$ cat src/rtl/heartbeat_pkg.sv
// Shared constants and state encoding for the heartbeat animation sequencer.
package heartbeat_pkg;

    localparam int HB_CNT_W     = 4;
    localparam int HB_LAST_STEP = 11;

    typedef enum logic [1:0] {
        HB_IDLE  = 2'd0,
        HB_RUN   = 2'd1,
        HB_PAUSE = 2'd2
    } hb_state_t;

endpackage

$ cat src/rtl/hb_prescaler.sv
// Programmable step prescaler: counts base clocks and flags when the current
// speed-dependent limit has been reached.
module hb_prescaler #(
    parameter int TICK_DIV = 12_500_000,
    parameter int DIV_W    = 24
) (
    input  logic       clk,
    input  logic       rst_n,
    input  logic       clr,
    input  logic       run,
    input  logic [1:0] speed,
    output logic       adv
);

    localparam logic [DIV_W-1:0] TICK_DIV_W = DIV_W'(TICK_DIV);

    logic [DIV_W-1:0] presc_reg;
    logic [DIV_W-1:0] presc_next;
    logic [DIV_W-1:0] limit;
    logic [DIV_W-1:0] limit_m1;

    always_comb begin
        limit    = TICK_DIV_W >> speed;
        limit_m1 = limit - DIV_W'(1);
    end

    // Greater-or-equal so a drop to a shorter limit fires at once instead of wrapping.
    assign adv = (presc_reg >= limit_m1);

    always_comb begin
        presc_next = presc_reg;
        if (clr) begin
            presc_next = '0;
        end else if (run) begin
            presc_next = adv ? '0 : presc_reg + DIV_W'(1);
        end
    end

    always_ff @(posedge clk) begin
        if (!rst_n) begin
            presc_reg <= '0;
        end else begin
            presc_reg <= presc_next;
        end
    end

endmodule

$ cat src/rtl/heartbeat_sequencer.sv
// Animation step generator for the heartbeat segment decoder: run/pause/idle
// control, single stepping and registered tick/beat strobes.
module heartbeat_sequencer
    import heartbeat_pkg::*;
#(
    parameter int TICK_DIV  = 12_500_000,
    parameter int DIV_W     = 24,
    parameter int LAST_STEP = HB_LAST_STEP
) (
    input  logic                clk,
    input  logic                rst_n,
    input  logic                en,
    input  logic                clear,
    input  logic                step,
    input  logic [1:0]          speed,
    output logic [HB_CNT_W-1:0] cnt,
    output logic                tick,
    output logic                beat,
    output logic                running
);

    localparam logic [HB_CNT_W-1:0] LAST_CNT = HB_CNT_W'(LAST_STEP);

    hb_state_t           state_reg, state_next;
    logic [HB_CNT_W-1:0] cnt_reg, cnt_next;
    logic                tick_reg, tick_next;
    logic                beat_reg, beat_next;
    logic                running_reg;
    logic                presc_adv;
    logic                presc_run;
    logic                presc_clr;
    logic                advance;
    logic                wrap;

    // On the pausing edge the prescaler holds unless it is completing a step.
    assign presc_run = (state_reg == HB_RUN) && (en || presc_adv);
    assign presc_clr = clear || (state_reg == HB_IDLE);

    hb_prescaler #(
        .TICK_DIV (TICK_DIV),
        .DIV_W    (DIV_W)
    ) u_prescaler (
        .clk   (clk),
        .rst_n (rst_n),
        .clr   (presc_clr),
        .run   (presc_run),
        .speed (speed),
        .adv   (presc_adv)
    );

    always_comb begin
        state_next = state_reg;
        advance    = 1'b0;
        if (clear) begin
            state_next = HB_IDLE;
        end else begin
            case (state_reg)
                HB_IDLE: begin
                    if (en) state_next = HB_RUN;
                end
                HB_RUN: begin
                    advance = presc_adv;
                    if (!en) state_next = HB_PAUSE;
                end
                HB_PAUSE: begin
                    if (en) state_next = HB_RUN;
                    else if (step) advance = 1'b1;
                end
                default: state_next = HB_IDLE;
            endcase
        end
    end

    // Out-of-range values are treated as a wrap so the sequence recovers.
    assign wrap = (cnt_reg >= LAST_CNT);

    always_comb begin
        cnt_next  = cnt_reg;
        tick_next = 1'b0;
        beat_next = 1'b0;
        if (clear || state_reg == HB_IDLE) begin
            cnt_next = '0;
        end else if (advance) begin
            cnt_next  = wrap ? '0 : cnt_reg + HB_CNT_W'(1);
            tick_next = 1'b1;
            beat_next = wrap;
        end
    end

    always_ff @(posedge clk) begin
        if (!rst_n) begin
            state_reg   <= HB_IDLE;
            cnt_reg     <= '0;
            tick_reg    <= 1'b0;
            beat_reg    <= 1'b0;
            running_reg <= 1'b0;
        end else begin
            state_reg   <= state_next;
            cnt_reg     <= cnt_next;
            tick_reg    <= tick_next;
            beat_reg    <= beat_next;
            running_reg <= (state_next == HB_RUN);
        end
    end

    assign cnt     = cnt_reg;
    assign tick    = tick_reg;
    assign beat    = beat_reg;
    assign running = running_reg;

endmodule

$ cat config.mk
export PLATFORM = sky130hd
export DESIGN_NAME = heartbeat_sequencer
export DESIGN_NICKNAME = d
export VERILOG_FILES = /design/src/rtl/heartbeat_pkg.sv /design/src/rtl/hb_prescaler.sv /design/src/rtl/heartbeat_sequencer.sv
export SDC_FILE = /design/constraint.sdc
export NUM_CORES = 1
export LEC_CHECK = 0
export BUFFER_PORTS_ARGS = -buffer_cell sky130_fd_sc_hd__buf_2
export CELL_PAD_IN_SITES_DETAIL_PLACEMENT = 0
export CELL_PAD_IN_SITES_GLOBAL_PLACEMENT = 2
export CORE_MARGIN = 2
export CORE_UTILIZATION = 38
export CTS_BUF_LIST = sky130_fd_sc_hd__clkbuf_8
export DETAILED_ROUTE_END_ITERATION = 7
export PLACE_DENSITY = 0.84
export SLEW_MARGIN = 25
export SYNTH_ARGS = -nofsm -noshare
export SYNTH_HDL_FRONTEND = slang
export SYNTH_SLANG_ARGS = --single-unit
$ cat constraint.sdc
create_clock -name clk -period 3.1 [get_ports clk]
set_input_delay 0.465 -clock clk [delete_from_list [all_inputs] [get_ports clk]]
set_output_delay 0.465 -clock clk [all_outputs]
set_load 0.02 [all_outputs]
Yosys cells after proc, flatten, opt, wreduce, memory -nomap -nowiden --
Index checks and enable logic that the tools add are counted.
Cells by class: $add $sub $neg 3, $mul 0, divide/modulo/power cells 0, $lt $le $gt $ge 2, equal/unequal tests 3, shift-type cells 1, mux-type cells 11, bitwise operators 2, reduce and logical (&&, ||, !) cells 7
Operators by type and width (count):
- $add 24x1->24 const B | 1
- $ge 24x24->1 | 1
- $mux 24 | 1
- $shr 24x2->24 const A | 1
- $sub 24x1->24 const B | 1
- $mux 2 | 3
- $add 4x1->4 const B | 1
- $eq 2x1->1 const B | 2
- $ge 4x4->1 const B | 1
- $mux 1 | 4
- $mux 4 | 1
- $pmux 2 s2 | 1
- $reduce_or 2->1 | 2
- $reduce_or 3->1 | 1
- $eq 2x2->1 const B | 1
- $logic_not 2->1 | 1
- $logic_or 1x1->1 | 2
- $not 1->1 | 2
- $pmux 1 s2 | 1
- $logic_and 1x1->1 | 1
Word-level totals: register bits 33, bits in latches 0, bits in writable memories 0, memory bits (read-only) 0, output and inout port bits 7, logic and storage cells 35, memories 0

Longest topological paths before layout --
Gate-level depths: netlist of the first run.
word-level depth 7, gate-level depth with buffers 14

Modules after synthesis --
A second synthesis of the first run with hierarchy kept.
Second synthesis, totals: cell total of the unflattened synthesis 267, area total of the unflattened synthesis 2342.2 um^2
Modules (own cells, without submodules):
- hb_prescaler | times used 1, cells an instance 212, area each 1828.0 um^2
- heartbeat_sequencer | times used 1, cells an instance 55, area each 514.2 um^2

Worst setup path after synthesis of the first run --
No wires, ideal clock.
path type input to register, from input speed[0], to register u_prescaler.presc_reg[15], arrival 2.611 ns, setup slack 0.356 ns, cell stages on the path 13, path buffers 1, path through inv_1 > nor2_1 > inv_1 > ha_1 > ha_1 > a21oi_1 > a21oi_1 > o211a_1 > o41ai_4 > a21o_1 > buf_2 > or3_1 > a21oi_1
On the way: cells in the longest elaborated chain, start to end 5, elaborated cells on any way between the ends 6
Ends and longest elaborated chain:
- start, declared | RTL line heartbeat_sequencer.sv:15 | input logic [1:0] speed,
- $shr 24x2->24 * | RTL line hb_prescaler.sv:23 | limit = TICK_DIV_W >> speed;
- $sub 24x1->24 * | RTL line hb_prescaler.sv:24 | limit_m1 = limit - DIV_W'(1);
- $ge 24x24->1 * | RTL line hb_prescaler.sv:28 | assign adv = (presc_reg >= limit_m1);
- $logic_or 1x1->1 | RTL line heartbeat_sequencer.sv:36 | assign presc_run = (state_reg == HB_RUN) && (en || presc_adv);
- $logic_and 1x1->1 | RTL line heartbeat_sequencer.sv:36
- end signal, assigned | RTL line hb_prescaler.sv:43 | presc_reg <= presc_next;
- end, declared | RTL line hb_prescaler.sv:17 | logic [DIV_W-1:0] presc_reg;
Every way passes the cells marked *; elsewhere a longest branch is shown, timed or not. A chain may end at the register's enable or synchronous reset.

Final worst setup path of the first run --
from input speed[0], to register u_prescaler.presc_reg[19]
Same word-level chain as after synthesis.

==> results of run 1 <==
-- cell usage after synthesis (all sizes together) (6+ instances only) --
cell type / instances / share of area
o31ai: 6 / 0.020
or3: 8 / 0.022
a21oi: 26 / 0.058
ha: 26 / 0.15
nor2: 23 / 0.039
inv: 18 / 0.030
or4: 7 / 0.024
nand2: 19 / 0.032
o21ai: 12 / 0.027
dfxtp: 33 / 0.30
xnor2: 10 / 0.039
nand3: 11 / 0.025
nand4: 9 / 0.025
-- per-layer routing --
layer,global-route usage,part of all wire,vias to the layer above
met5,0,0,-
met4,0.0407,0.0028,0
met3,0.0348,0.025,2
met2,0.285,0.46,24
met1,0.240,0.51,951
li1,-,-,1061
-- worst reg2reg max path, delay by kind of cell, from the launching register on --
kind,cells,cell delay [ns]
buffers and inverters,2,0.35
adders and majority gates,1,0.32
AOI/OAI and AO/OA,5,0.68
and+or+nand+nor,2,0.83
DFF,1,0.37
-- metrics by stage --
| step | cell area, um^2 | setup TNS (ns) | power (W) | hold slack [ns] |
|---|---|---|---|---|
| after floorplan | 2230 | 0 | 0.000479 | 0.464 |
| after global placement | 2500 | -0.0388 | 0.000509 | 0.488 |
| after detailed placement | 2500 | -0.331 | 0.000509 | 0.495 |
| after CTS | 2580 | 0 | 0.000826 | 0.488 |
| after global routing | 2580 | 0 | 0.000850 | 0.526 |
| final | 2580 | 0 | 0.000812 | 0.499 |
-- cell type report --
cell class / instances / share of cell area
clock buffer: 5 / 0.0267
clock inverter: 3 / 0.00582
inverter: 18 / 0.0262
multi-input combinational: 213 / 0.566
sequential: 33 / 0.256
tap: 72 / 0.0349
timing repair buffer: 30 / 0.0843
-- kinds of logic after synthesis --
| family | count (synthesis) | share of synthesized area |
|---|---|---|
| compound gates | 74 | 0.223 |
| xor+xnor | 11 | 0.0432 |
| fa+ha+maj | 27 | 0.151 |
| buf+inv | 27 | 0.0505 |
| flops | 33 | 0.296 |
| mux | 1 | 0.00449 |
| other cells | 2 | 0.00337 |
| simple gates | 97 | 0.229 |
-- power by group through the flow --
stage	Sequential (W)	Clock (W)	Combinational [W]
finish	0.000426	0.000313	0.0000729
CTS	0.000426	0.000327	0.0000737
floorplan	0.000437	0	0.0000424
detailed placement	0.000436	0	0.0000729
global route	0.000426	0.000341	0.0000836
global placement	0.000436	0	0.0000729
-- worst paths after layout --
kind                                  start                        end  slack (ns)
hold reg to reg   u_prescaler.presc_reg[14]  u_prescaler.presc_reg[14]        0.50
setup / recovery                   speed[0]  u_prescaler.presc_reg[19]        0.19
setup reg to reg  u_prescaler.presc_reg[11]  u_prescaler.presc_reg[19]        0.50
hold / removal                        clear                     cnt[2]        0.50
==> flow_metrics.py, run 1 <==
metrics = {
    "clock_tree": {
        "clockBufferDepth": 2,
        "path_clk_slew_ns": 0.07,
        "tritoncts": "done",
        "clock_tree.htree_level_count": 2,
        "cts_root_buf": "clkbuf_8",
        "worstSkewPairLatency_ns": 0.28,
        "sinks_on_clock_net": 33,
        "post-cts-setup-buffer-count": 0,
        "cts.repair.resized": 0,
        "cts_made_buffers": 5,
        "hold_buffer_count_at_cts": 0,
    },
    "detailed_routing": {
        "drc": 0,
        "route.vias.total": 2038,
        "drt-total-wl_um": 5080,
        "avgViaCountPerCell": 5.45,
        "wire_per_inst_um": 13.6,
        "dr.first_iter.drc_count": 70,
        "drt.antenna.violating_nets": 0,
        "drtPass1Iterations": 4,
    },
    "synth": {
        "post_synth_inst_count": 272,
        "syn_area_um2": 2230,
        "asyncSetResetFlopFracSynth": 0,
        "synth-edff-count": 0,
        "synth_ff_type": "dfxtp_1",
        "yosysWarningCount": 0,
        "synth.ff_latch_count": 33,
        "avgSynthCellArea_um2": 8.20,
        "synth-seq-area-share": 0.296,
        "post_synth_num_cell_types": 50,
    },
    "power_and_ir_drop": {
        "switching_fraction": 0.250,
        "flop_pwr_share": 0.525,
        "power.leakage_nw": 1.01,
        "clkPwrFrac": 0.386,
        "p_int_w": 0.000609,
        "pwr_density_cell_nw_per_um2": 315,
        "peak_vdd_ir_uv": 182,
        "power.share.combinational": 0.090,
        "power.net_switching_w": 0.000203,
    },
    "placed_design": {
        "io_buffers": 13,
        "post-place-ws_ns": -0.101,
        "place_congestion": 0.825,
        "post-place-cells": 366,
        "detailed_place_hpwl_um": 3890,
    },
    "setup_path": {
        "crit_fanout": 16,
        "critical-path-top-delay-family": "compound AO/OA/AOI/OAI gates",
        "required_time_of_the_critical_path_ns": 3.32,
        "worstSetupPathType": "input pin to flip-flop",
        "cp_data_arrival_time_ns": 3.13,
        "critical_path_sink_type": "flip-flop",
        "setup.worst_path.start_class": "input pin",
        "worst_path_max_delay_cell": "or4_1",
        "worstPathBufferInverterCount": 5,
        "path_cells": "buf_2 -> inv_1 -> nor2_1 -> inv_1 -> ha_1 -> ha_1 -> nand3_1 -> a21oi_1 -> o211a_1 -> o41ai_4 -> buf_4 -> a21o_1 -> buf_12 -> or4_1 -> a21oi_1",
        "worst-path-stages": 15,
        "critical_path.max_stage_delay_ns": 0.49,
        "r2r_cells": 10,
    },
    "die": {
        "placementRows": 27,
        "fp.dieW_um": 80.6,
        "core_region_area_um2": 5570,
        "die_y_um": 80.6,
        "start_util": 0.400,
        "pin_count": 14,
        "die_area_um2": 6500,
    },
    "sta": {
        "timing_hold_violations_final": 0,
        "setup_viol_count_final": 0,
        "count_of_final_max_slew_check_failures": 0,
        "max_clock_freq_mhz": 344,
        "setup_ws_ns": 0.190,
        "worst_clock_skew_ns": 0.00796,
        "layout_worst_path_cycle_share": 0.939,
        "setup_repair_after_global_routing_missed_its_margin": "false",
        "min_period_ns": 2.91,
    },
    "global_routing": {
        "vias_in_the_first_global_route": 1898,
        "grt.total_usage": 0.176,
        "antenna_found_initial": 0,
        "global_route.overflow_total": 0,
        "wire_length_of_the_first_global_routing_pass_um": 9020,
        "grt_max_degree": 23,
    },
    "layout": {
        "finish.net_count": 334,
        "instances_no_fill": 374,
        "syn2layout_area_growth_pct": 15.7,
        "most-common-layout-cells": "dfxtp_1, a21oi_1, ha_1",
        "post_route_cells_drive_above_1_share": 0.142,
        "fin_util": 0.463,
        "antenna_cells": 0,
        "multi_input_comb_area_um2": 1460,
        "final_common_cell": "dfxtp_1",
        "largest_register_ffs": 24,
        "total_area_of_sequential_cells_um2": 661,
        "num-fill-cells": 582,
    },
    "worst_hold_path": {
        "hold_path_class": "input pin to flip-flop",
        "holdPathStages": 3,
    },
    "outcome": {
        "outcome": "completed",
    },
    "job": {
        "cap_violations": 0,
    },
}
(Power assumes the default switching activity.)
==> inputs of run 2 (changes only) <==
--- a/config.mk
+++ b/config.mk
@@ -8,6 +8,7 @@
 export BUFFER_PORTS_ARGS = -buffer_cell sky130_fd_sc_hd__buf_2
 export CELL_PAD_IN_SITES_DETAIL_PLACEMENT = 0
 export CELL_PAD_IN_SITES_GLOBAL_PLACEMENT = 2
+export CORE_ASPECT_RATIO = 0.9
 export CORE_MARGIN = 2
 export CORE_UTILIZATION = 38
 export CTS_BUF_LIST = sky130_fd_sc_hd__clkbuf_8
==> flow_metrics.py, run 2 (synthesized netlist as in run 1, its figures left out) <==
metrics = {
    "global_routing": {
        "antenna_found_initial": 0,
        "grt_max_degree": 23,
        "vias_in_the_first_global_route": 1862,
        "grt.met3_usage": 0.0344,
        "grt-busiest-layer": "met2",
        "gr-usage-met2": 0.257,
        "wire_length_of_the_first_global_routing_pass_um": 8800,
        "grt.total_usage": 0.167,
        "global_route.overflow_total": 0,
        "groute.layer.met1.usage": 0.234,
    },
    "detailed_routing": {
        "drtPass1Iterations": 4,
        "drc": 0,
        "dr.first_iter.drc_count": 82,
        "avgViaCountPerCell": 5.39,
        "drt.antenna.violating_nets": 0,
        "route.vias.total": 1984,
        "wire_per_inst_um": 13.7,
        "drt-total-wl_um": 5050,
    },
    "placed_design": {
        "post-place-cells": 360,
        "post-place-ws_ns": -0.00209,
        "placedInstanceArea_um2": 2460,
        "io_buffers": 13,
        "place_congestion": 0.788,
        "detailed_place_hpwl_um": 3930,
    },
    "sta": {
        "count_of_final_max_slew_check_failures": 0,
        "timing_hold_violations_final": 0,
        "setup_viol_count_final": 0,
        "setup_ws_ns": 0.297,
        "max_clock_freq_mhz": 357,
        "min_period_ns": 2.80,
        "setup_repair_after_global_routing_missed_its_margin": "false",
        "worst_clock_skew_ns": 0.00585,
        "layout_worst_path_cycle_share": 0.904,
        "hold_slack_ns": 0.479,
    },
    "power_and_ir_drop": {
        "pwr_density_cell_nw_per_um2": 317,
        "power.leakage_nw": 0.994,
        "peak_vdd_ir_uv": 242,
        "fin_total_pwr_w": 0.000808,
    },
    "die": {
        "fp.dieW_um": 84.8,
        "die_area_um2": 6500,
        "placementRows": 26,
        "core_region_area_um2": 5660,
        "pin_count": 14,
        "die_y_um": 76.7,
        "start_util": 0.394,
    },
    "layout": {
        "largest_register_ffs": 24,
        "finish.net_count": 330,
        "final_common_cell": "dfxtp_1",
        "syn2layout_area_growth_pct": 14.2,
        "post_route_cells_drive_above_1_share": 0.134,
        "antenna_cells": 0,
        "most-common-layout-cells": "dfxtp_1, a21oi_1, ha_1",
        "final_cell_area_um2": 2550,
        "instances_no_fill": 368,
    },
    "setup_path": {
        "timing.reg2reg.setup_slack_ns": 0.60,
        "worstSetupPathType": "input pin to flip-flop",
        "setup.worst_path.start_class": "input pin",
        "cp_data_arrival_time_ns": 3.02,
        "crit_fanout": 11,
        "required_time_of_the_critical_path_ns": 3.32,
        "setup.worst_path.end": "u_prescaler.presc_reg[7]",
        "r2r_path_start": "u_prescaler.presc_reg[9]",
        "r2r_cells": 9,
        "worst_r2r_endpoint": "cnt[2]",
        "crit_path_start": "speed[0]",
        "critical_path_sink_type": "flip-flop",
    },
    "worst_hold_path": {
        "hold_path_class": "input pin to flip-flop",
    },
    "clock_tree": {
        "clockBufferDepth": 2,
        "cts_made_buffers": 5,
        "tritoncts": "done",
        "sinks_on_clock_net": 33,
        "clock_tree.htree_level_count": 2,
        "path_clk_slew_ns": 0.07,
        "worstSkewPairLatency_ns": 0.28,
        "cts_root_buf": "clkbuf_8",
        "hold_buffer_count_at_cts": 0,
        "post-cts-setup-buffer-count": 0,
        "cts.repair.resized": 0,
    },
    "job": {
        "cap_violations": 0,
    },
    "outcome": {
        "outcome": "completed",
    },
}
[run 2: routing by layer]
metal,vias up,part of all wire
met2,22,0.43
li1,1047,-
met1,910,0.54
met4,0,0.0095
met5,-,0
met3,5,0.025
[run 2: metrics by stage]
stage / util / setup TNS (ns)
2_1_floorplan: - / 0
3_3_place_gp: 0.435 / 0
3_5_place_dp: 0.435 / -0.00209
4_1_cts: 0.450 / 0
5_1_grt: 0.450 / 0
6_report: 0.450 / 0
[run 2: worst min-delay path by stage]
stage	from	to	slack [ns]	cells past startpoint
5_1_grt	clear	cnt[2]	0.51	3
4_1_cts	clear	cnt[2]	0.48	3
3_5_place_dp	u_prescaler.presc_reg[16]	u_prescaler.presc_reg[16]	0.50	2
3_3_place_gp	u_prescaler.presc_reg[14]	u_prescaler.presc_reg[14]	0.50	2
2_1_floorplan	u_prescaler.presc_reg[14]	u_prescaler.presc_reg[14]	0.46	2
6_report	clear	cnt[2]	0.48	3
[run 2: layout make-up]
type / count / area (um^2)
Fill cell: 606 / 3110
Multi-Input combinational cell: 213 / 1460
Sequential cell: 33 / 661
Timing Repair Buffer: 26 / 188
Tap cell: 70 / 87.6
Clock buffer: 5 / 68.8
Inverter: 18 / 67.6
Clock inverter: 3 / 13.8
[run 2: critical path: stages]
cell,delay (ns)
buf_2,0.13
inv_1,0.08
nor2_1,0.15
inv_1,0.06
ha_1,0.29
ha_1,0.30
nand3_1,0.08
a21oi_1,0.13
o211a_1,0.21
o41ai_4,0.08
buf_4,0.20
and2_1,0.19
or4_1,0.51
a21oi_1,0.14
[run 2: where the power goes]
part	switching, W	internal (W)	total [W]
sequential	0.00000105	0.000425	0.000426
clock	0.000161	0.000152	0.000313
combinational	0.0000405	0.0000284	0.0000689
total	0.000202	0.000606	0.000808
